`config.mk`:
```
export PLATFORM = sky130hd
export DESIGN_NAME = logic_unit_arbiter
export DESIGN_NICKNAME = d
export VERILOG_FILES = /design/src/rtl/logic_unit_pkg.sv /design/src/rtl/logic_alu.sv /design/src/rtl/logic_unit_arbiter.sv
export SDC_FILE = /design/constraint.sdc
export NUM_CORES = 1
export LEC_CHECK = 0
export CAP_MARGIN = 25
export CELL_PAD_IN_SITES_DETAIL_PLACEMENT = 1
export CELL_PAD_IN_SITES_GLOBAL_PLACEMENT = 1
export CORE_MARGIN = 1
export CORE_UTILIZATION = 35
export CTS_CLUSTER_DIAMETER = 60
export DETAILED_ROUTE_END_ITERATION = 6
export PLACE_DENSITY_LB_ADDON = 0.08
export RECOVER_POWER = 25
export SLEW_MARGIN = 25
export SYNTH_ARGS = -nofsm -noshare
export SYNTH_HDL_FRONTEND = slang
export SYNTH_SLANG_ARGS = --single-unit
```
`constraint.sdc`:
```
create_clock -name clk -period 4.5 [get_ports clk]
set_input_delay 0.45 -clock clk [delete_from_list [all_inputs] [get_ports clk]]
set_output_delay 0.45 -clock clk [all_outputs]
set_load 0.05 [all_outputs]
```
`src/rtl/logic_unit_pkg.sv`:
```
// Shared types for the logic-unit arbiter: operation encoding and FSM states.
package logic_unit_pkg;

  typedef enum logic {
    OP_AND = 1'b0,
    OP_XOR = 1'b1
  } op_t;

  typedef enum logic [1:0] {
    IDLE = 2'd0,
    EXEC = 2'd1,
    RESP = 2'd2
  } arb_state_t;

endpackage

```
`src/rtl/logic_alu.sv`:
```
// Shared bitwise unit: y = a & b or a ^ b.
// Purely combinational; no carry between bit positions.
module logic_alu
  import logic_unit_pkg::*;
#(
  parameter int WIDTH = 8
) (
  input  op_t              op,
  input  logic [WIDTH-1:0] a,
  input  logic [WIDTH-1:0] b,
  output logic [WIDTH-1:0] y
);

  assign y = (op == OP_XOR) ? (a ^ b) : (a & b);

endmodule

```
`src/rtl/logic_unit_arbiter.sv`:
```
// Round-robin share of one logic unit among NUM_REQ requesters; IDLE/EXEC/RESP, one op per 3 cycles.
// Result is held on rsp_* until rsp_ready; no new grant while a response is pending.
module logic_unit_arbiter
  import logic_unit_pkg::*;
#(
  parameter int NUM_REQ = 4,
  parameter int WIDTH   = 8,
  parameter int CNT_W   = 16
) (
  input  logic                       clk,
  input  logic                       rst,
  input  logic [NUM_REQ-1:0]         req_valid,
  output logic [NUM_REQ-1:0]         req_ready,
  input  logic [NUM_REQ-1:0]         req_op,
  input  logic [NUM_REQ*WIDTH-1:0]   req_a,
  input  logic [NUM_REQ*WIDTH-1:0]   req_b,
  output logic                       rsp_valid,
  input  logic                       rsp_ready,
  output logic [$clog2(NUM_REQ)-1:0] rsp_id,
  output logic [WIDTH-1:0]           rsp_data,
  output logic [CNT_W-1:0]           done_count
);

  localparam int ID_W = $clog2(NUM_REQ);
  localparam int SW   = ID_W + 1;

  typedef logic [ID_W-1:0] id_t;

  localparam id_t LAST_ID = id_t'(NUM_REQ - 1);

  // First valid requester at or above ptr, wrapping past NUM_REQ-1 back to 0.
  function automatic id_t rr_pick(input logic [NUM_REQ-1:0] vld, input id_t ptr);
    logic [SW-1:0] sum;
    id_t           idx;
    id_t           pick;
    logic          found;
    pick  = '0;
    found = 1'b0;
    for (int i = 0; i < NUM_REQ; i++) begin
      sum = {1'b0, ptr} + SW'(i);
      if (sum >= SW'(NUM_REQ)) begin
        sum = sum - SW'(NUM_REQ);
      end
      idx = sum[ID_W-1:0];
      if (!found && vld[idx]) begin
        pick  = idx;
        found = 1'b1;
      end
    end
    return pick;
  endfunction

  arb_state_t       state_q, state_d;
  id_t              rr_ptr_q, rr_ptr_d;
  id_t              grant_q, grant_d;
  op_t              op_q, op_d;
  logic [WIDTH-1:0] a_q, a_d;
  logic [WIDTH-1:0] b_q, b_d;
  logic             rsp_valid_q, rsp_valid_d;
  id_t              rsp_id_q, rsp_id_d;
  logic [WIDTH-1:0] rsp_data_q, rsp_data_d;
  logic [CNT_W-1:0] done_count_q, done_count_d;

  id_t              pick;
  logic [WIDTH-1:0] alu_y;

  assign pick = rr_pick(req_valid, rr_ptr_q);

  logic_alu #(
    .WIDTH(WIDTH)
  ) u_alu (
    .op (op_q),
    .a  (a_q),
    .b  (b_q),
    .y  (alu_y)
  );

  always_comb begin
    state_d      = state_q;
    rr_ptr_d     = rr_ptr_q;
    grant_d      = grant_q;
    op_d         = op_q;
    a_d          = a_q;
    b_d          = b_q;
    rsp_valid_d  = rsp_valid_q;
    rsp_id_d     = rsp_id_q;
    rsp_data_d   = rsp_data_q;
    done_count_d = done_count_q;
    req_ready    = '0;

    unique case (state_q)
      IDLE: begin
        if (|req_valid) begin
          req_ready[pick] = 1'b1;
          grant_d         = pick;
          op_d            = op_t'(req_op[pick]);
          a_d             = req_a[pick*WIDTH +: WIDTH];
          b_d             = req_b[pick*WIDTH +: WIDTH];
          state_d         = EXEC;
        end
      end
      EXEC: begin
        rsp_data_d  = alu_y;
        rsp_id_d    = grant_q;
        rsp_valid_d = 1'b1;
        state_d     = RESP;
      end
      RESP: begin
        // The pointer moves past the owner only once its result has been taken.
        if (rsp_ready) begin
          rsp_valid_d = 1'b0;
          rr_ptr_d    = (grant_q == LAST_ID) ? '0 : grant_q + 1'b1;
          if (done_count_q != '1) begin
            done_count_d = done_count_q + 1'b1;
          end
          state_d = IDLE;
        end
      end
      default: state_d = IDLE;
    endcase

    if (rst) begin
      req_ready = '0;
    end
  end

  always_ff @(posedge clk or posedge rst) begin
    if (rst) begin
      state_q      <= IDLE;
      rr_ptr_q     <= '0;
      grant_q      <= '0;
      op_q         <= OP_AND;
      a_q          <= '0;
      b_q          <= '0;
      rsp_valid_q  <= 1'b0;
      rsp_id_q     <= '0;
      rsp_data_q   <= '0;
      done_count_q <= '0;
    end else begin
      state_q      <= state_d;
      rr_ptr_q     <= rr_ptr_d;
      grant_q      <= grant_d;
      op_q         <= op_d;
      a_q          <= a_d;
      b_q          <= b_d;
      rsp_valid_q  <= rsp_valid_d;
      rsp_id_q     <= rsp_id_d;
      rsp_data_q   <= rsp_data_d;
      done_count_q <= done_count_d;
    end
  end

  assign rsp_valid  = rsp_valid_q;
  assign rsp_id     = rsp_id_q;
  assign rsp_data   = rsp_data_q;
  assign done_count = done_count_q;

endmodule

```
==> PnR_summary.wiki <==
{| class="wikitable"
! Metric !! Value
|-
| Run status || complete, but fails checks
|-
| Violated checks || max-capacitance violations, max-slew violations
|-
| I/O pins || 106
|-
| Peak Freq || 0.2993 GHz
|-
| Post-synth net total || 365
|-
| DRT antenna net count || 0
|-
| Final global-route overflow total || 0
|-
| Non-filler cells, final || 489
|-
| Fraction of final layout cells with drive strength greater than 1 || 12.50%
|-
| Aggregate routed wire length || 7.737 mm
|-
| Routed wire length per instance || 15.82 um
|-
| Layout overhead on the synthesized area || 40.79%
|-
| Setup repair after global routing missed its margin || false
|-
| Final Max Slew Viols || 51
|-
| Pwr dens || 577.6 nW/um2
|-
| Dominant register cell in the synthesized netlist || sky130_fd_sc_hd__dfrtp_1
|-
| Int Pwr || 0.001317 W
|-
| Clock Pin Slew Worst Setup and Hold Paths || 100 ps
|-
| Clock latency reported for the late side of the worst-skew pair || 300 ps
|-
| Required time worst endpoint || 4320 ps
|-
| Leakage || 1.758 nW
|-
| Slew at the pin with the worst max-slew slack || 2743 ps
|-
| Filler cell count || 907
|-
| Count of input and output buffers || 105
|-
| Number of sinks on the clock net || 50
|-
| Count of hold buffers inserted by post-cts repair || 0
|-
| Final-stage net count || 469
|-
| Startpoint type of the worst setup path || input port
|-
| Starting Density || 36.21%
|-
| Max H-tree Level || 2
|-
| Final Total Pwr || 0.002420 W
|-
| Synth cell types || 47
|-
| Part of the Yosys area used for sequential elements || 42.05%
|-
| Combinational fraction of design power || 56.5%
|-
| Max-capacitance violation count || 1
|-
| Max Clock Skew || 10.57 ps
|-
| Net switching component of the power || 0.001103 W
|-
| Most frequent cell after synthesis || sky130_fd_sc_hd__dfrtp_1
|-
| Placed insts || 482
|-
| Number of buffers inserted by post-CTS setup repair || 0
|-
| Number of DRC violations after detailed-routing iteration 0 || 51
|-
| Gates resized, CTS repair || 0
|-
| Number of global-route vias before repair || 2,608
|-
| Crit Path Max Fanout || 50
|-
| Setup_tns || 0 ps
|-
| Top cells by instance count after synthesis || sky130_fd_sc_hd__dfrtp_1, sky130_fd_sc_hd__nor2_1, sky130_fd_sc_hd__nand2_1
|-
| Core region area || 8217 um2
|-
| Height of the die || 94.20 um
|-
| Post-route DRC || 0
|-
| Shortest clock period the worst path allows after layout || 3341 ps
|-
| Post-synth EDFFs || 0
|-
| Pin count of the biggest net entering global routing || 51
|-
| Number of optimization iterations in the first detailed-route pass || 4
|-
| Die Wd || 94.20 um
|-
| Floorplan row count || 33
|-
| Critical setup path kind || in -> async
|-
| First-pass GRT wire length || 12.77 mm
|-
| Worst slew slack as a fraction of its limit || -82.87%
|-
| Fraction of power consumed by the clock network || 10.9%
|-
| Warnings from Yosys || 0
|-
| Share of the core filled with cells in the final layout || 50.98%
|-
| Most area-hungry cell type in the Yosys netlist || sky130_fd_sc_hd__dfrtp_1
|-
| Weighted congestion at the end of routability-driven global placement || 0.7987
|-
| Kind of path behind the tightest hold check || reg -> reg
|-
| Switching power as a share of total power || 45.57%
|-
| Final-report hold violation count || 0
|-
| Arrival time at the worst endpoint || 3160 ps
|-
| Number of antenna violations at the first check in global routing || 0
|-
| Final Setup Violations || 0
|-
| Register bit total from synthesis || 50
|-
| WHS Path Cells || 2
|-
| Detailed placer's ending HPWL || 6.008 mm
|-
| Worst reg-to-reg path cell count || 5
|-
| Area share of the largest cell type after synthesis || 42.05%
|-
| Synth top area cells || sky130_fd_sc_hd__dfrtp_1, sky130_fd_sc_hd__mux2_4, sky130_fd_sc_hd__ha_1
|-
| Post-detailed-placement cell area || 4110 um2
|-
| Vias per cell || 5.204
|-
| Gr usage total || 18.40%
|-
| Ys async rst share || 100.0%
|-
| Number of instances in the synthesized netlist || 280
|-
| Avg Synthesized Cell Area || 10.63 um2
|-
| CTS root buffer || sky130_fd_sc_hd__clkbuf_8
|-
| Type of element capturing the critical path || asynchronous set/reset pin
|-
| Finished layout cell area || 4189 um2
|-
| Cell area after technology mapping || 2975 um2
|-
| Number of buffers created by CTS || 5
|-
| Max IR drop VDD || 0.1896 mV
|-
| Sequential group share of total power || 32.6%
|-
| Diodes inserted || 0
|-
| Max Root-Sink Buffers || 2
|-
| TritonCTS clock tree || yes
|-
| Post-route fraction of the period consumed by the critical path || 74.25%
|-
| Die Area || 8874 um2
|-
| Total number of vias || 2,545
|}
==> flip-flops by register name (all words and copies together) (netlist names), 2 cells and up <==
name,flops
rr_ptr_q,2
rsp_id,2
b_q,8
rsp_data,8
done_count,16
state_q,2
grant_q,2
a_q,8
==> cell families after synthesis <==
| family | synth area share (%) |
|---|---|
| buffers and inverters | 3.364 |
| AOI/OAI and AO/OA | 17.03 |
| muxes | 11.77 |
| DFF | 42.05 |
| xor gates and xnor gates | 4.416 |
| and+or+nand+nor | 17.16 |
| adders and majority gates | 4.205 |
==> per-layer routing <==
metal	GRT usage (%)	vias up	part of all wire, %
li1	-	1239	-
met1	24.00	1223	45
met2	31.34	74	49
met3	2.913	9	4.0
met4	4.872	0	1.6
met5	0	-	0
==> power by group through the flow <==
stage	Clock, W	Sequential, W	Combinational [W]
3_3_place_gp	0	0.000793	0.00135
3_5_place_dp	0	0.000799	0.00139
4_1_cts	0.000273	0.000792	0.00139
2_1_floorplan	0	0.000955	0.000827
5_1_grt	0.000290	0.000811	0.00152
6_report	0.000263	0.000789	0.00137
==> area by class of cell <==
cell class	instances	area, um2	share of cell area, %
inverters	2	7.507	0.1792
clock buffers	5	68.82	1.643
well taps	105	131.4	3.136
flip-flops and latches	50	1251	29.87
repair buffers	111	1092	26.08
clock inverters	2	13.76	0.3286
multi-input cells	214	1624	38.77
==> path summary, 6_finish.rpt <==
check                                                 end  slack (ps)                      start
min in group asynchronous              a_q[6]$_DFFE_PP0P_        1800                        rst
worst max register to register  done_count[1]$_DFFE_PP0P_        2520  done_count[0]$_DFFE_PP0P_
worst min-delay path              rsp_data[6]$_DFFE_PP0P_         490    rsp_data[6]$_DFFE_PP0P_
max in group clk                             req_ready[0]        1210               req_valid[2]
worst min register to register    rsp_data[6]$_DFFE_PP0P_         490    rsp_data[6]$_DFFE_PP0P_
worst max-delay path                   a_q[4]$_DFFE_PP0P_        1160                        rst
==> through the flow <==
step | hold slack (ps) | setup WS [ps]
2_1_floorplan | 471.5 | 1451
3_3_place_gp | 461.8 | 1226
3_5_place_dp | 471.0 | 1177
4_1_cts | 491.8 | 1175
5_1_grt | 503.6 | 618.8
6_report | 488.4 | 1159
==> cells in the final DEF (no fill, tap or decap), types with 6 or more instances in the layout <==
master                              n
sky130_fd_sc_hd__o21ai_0           15
sky130_fd_sc_hd__a221oi_1          14
sky130_fd_sc_hd__mux2_2             6
sky130_fd_sc_hd__ha_1              10
sky130_fd_sc_hd__nor2_1            30
sky130_fd_sc_hd__mux2i_1           11
sky130_fd_sc_hd__nand2_1           25
sky130_fd_sc_hd__and3_1             7
sky130_fd_sc_hd__nor2_2             7
sky130_fd_sc_hd__clkdlybuf4s50_1  103
sky130_fd_sc_hd__xnor2_1            9
sky130_fd_sc_hd__mux2_4            10
sky130_fd_sc_hd__xor2_1             6
sky130_fd_sc_hd__dfrtp_1           50
sky130_fd_sc_hd__o2bb2ai_1         14
==> worst max-delay path, stage by stage <==
cell,delay [ps]
sky130_fd_sc_hd__dlygate4sd3_1,580
sky130_fd_sc_hd__inv_1,150
sky130_fd_sc_hd__clkbuf_1,1970
Power figures use the tool's default switching activity.
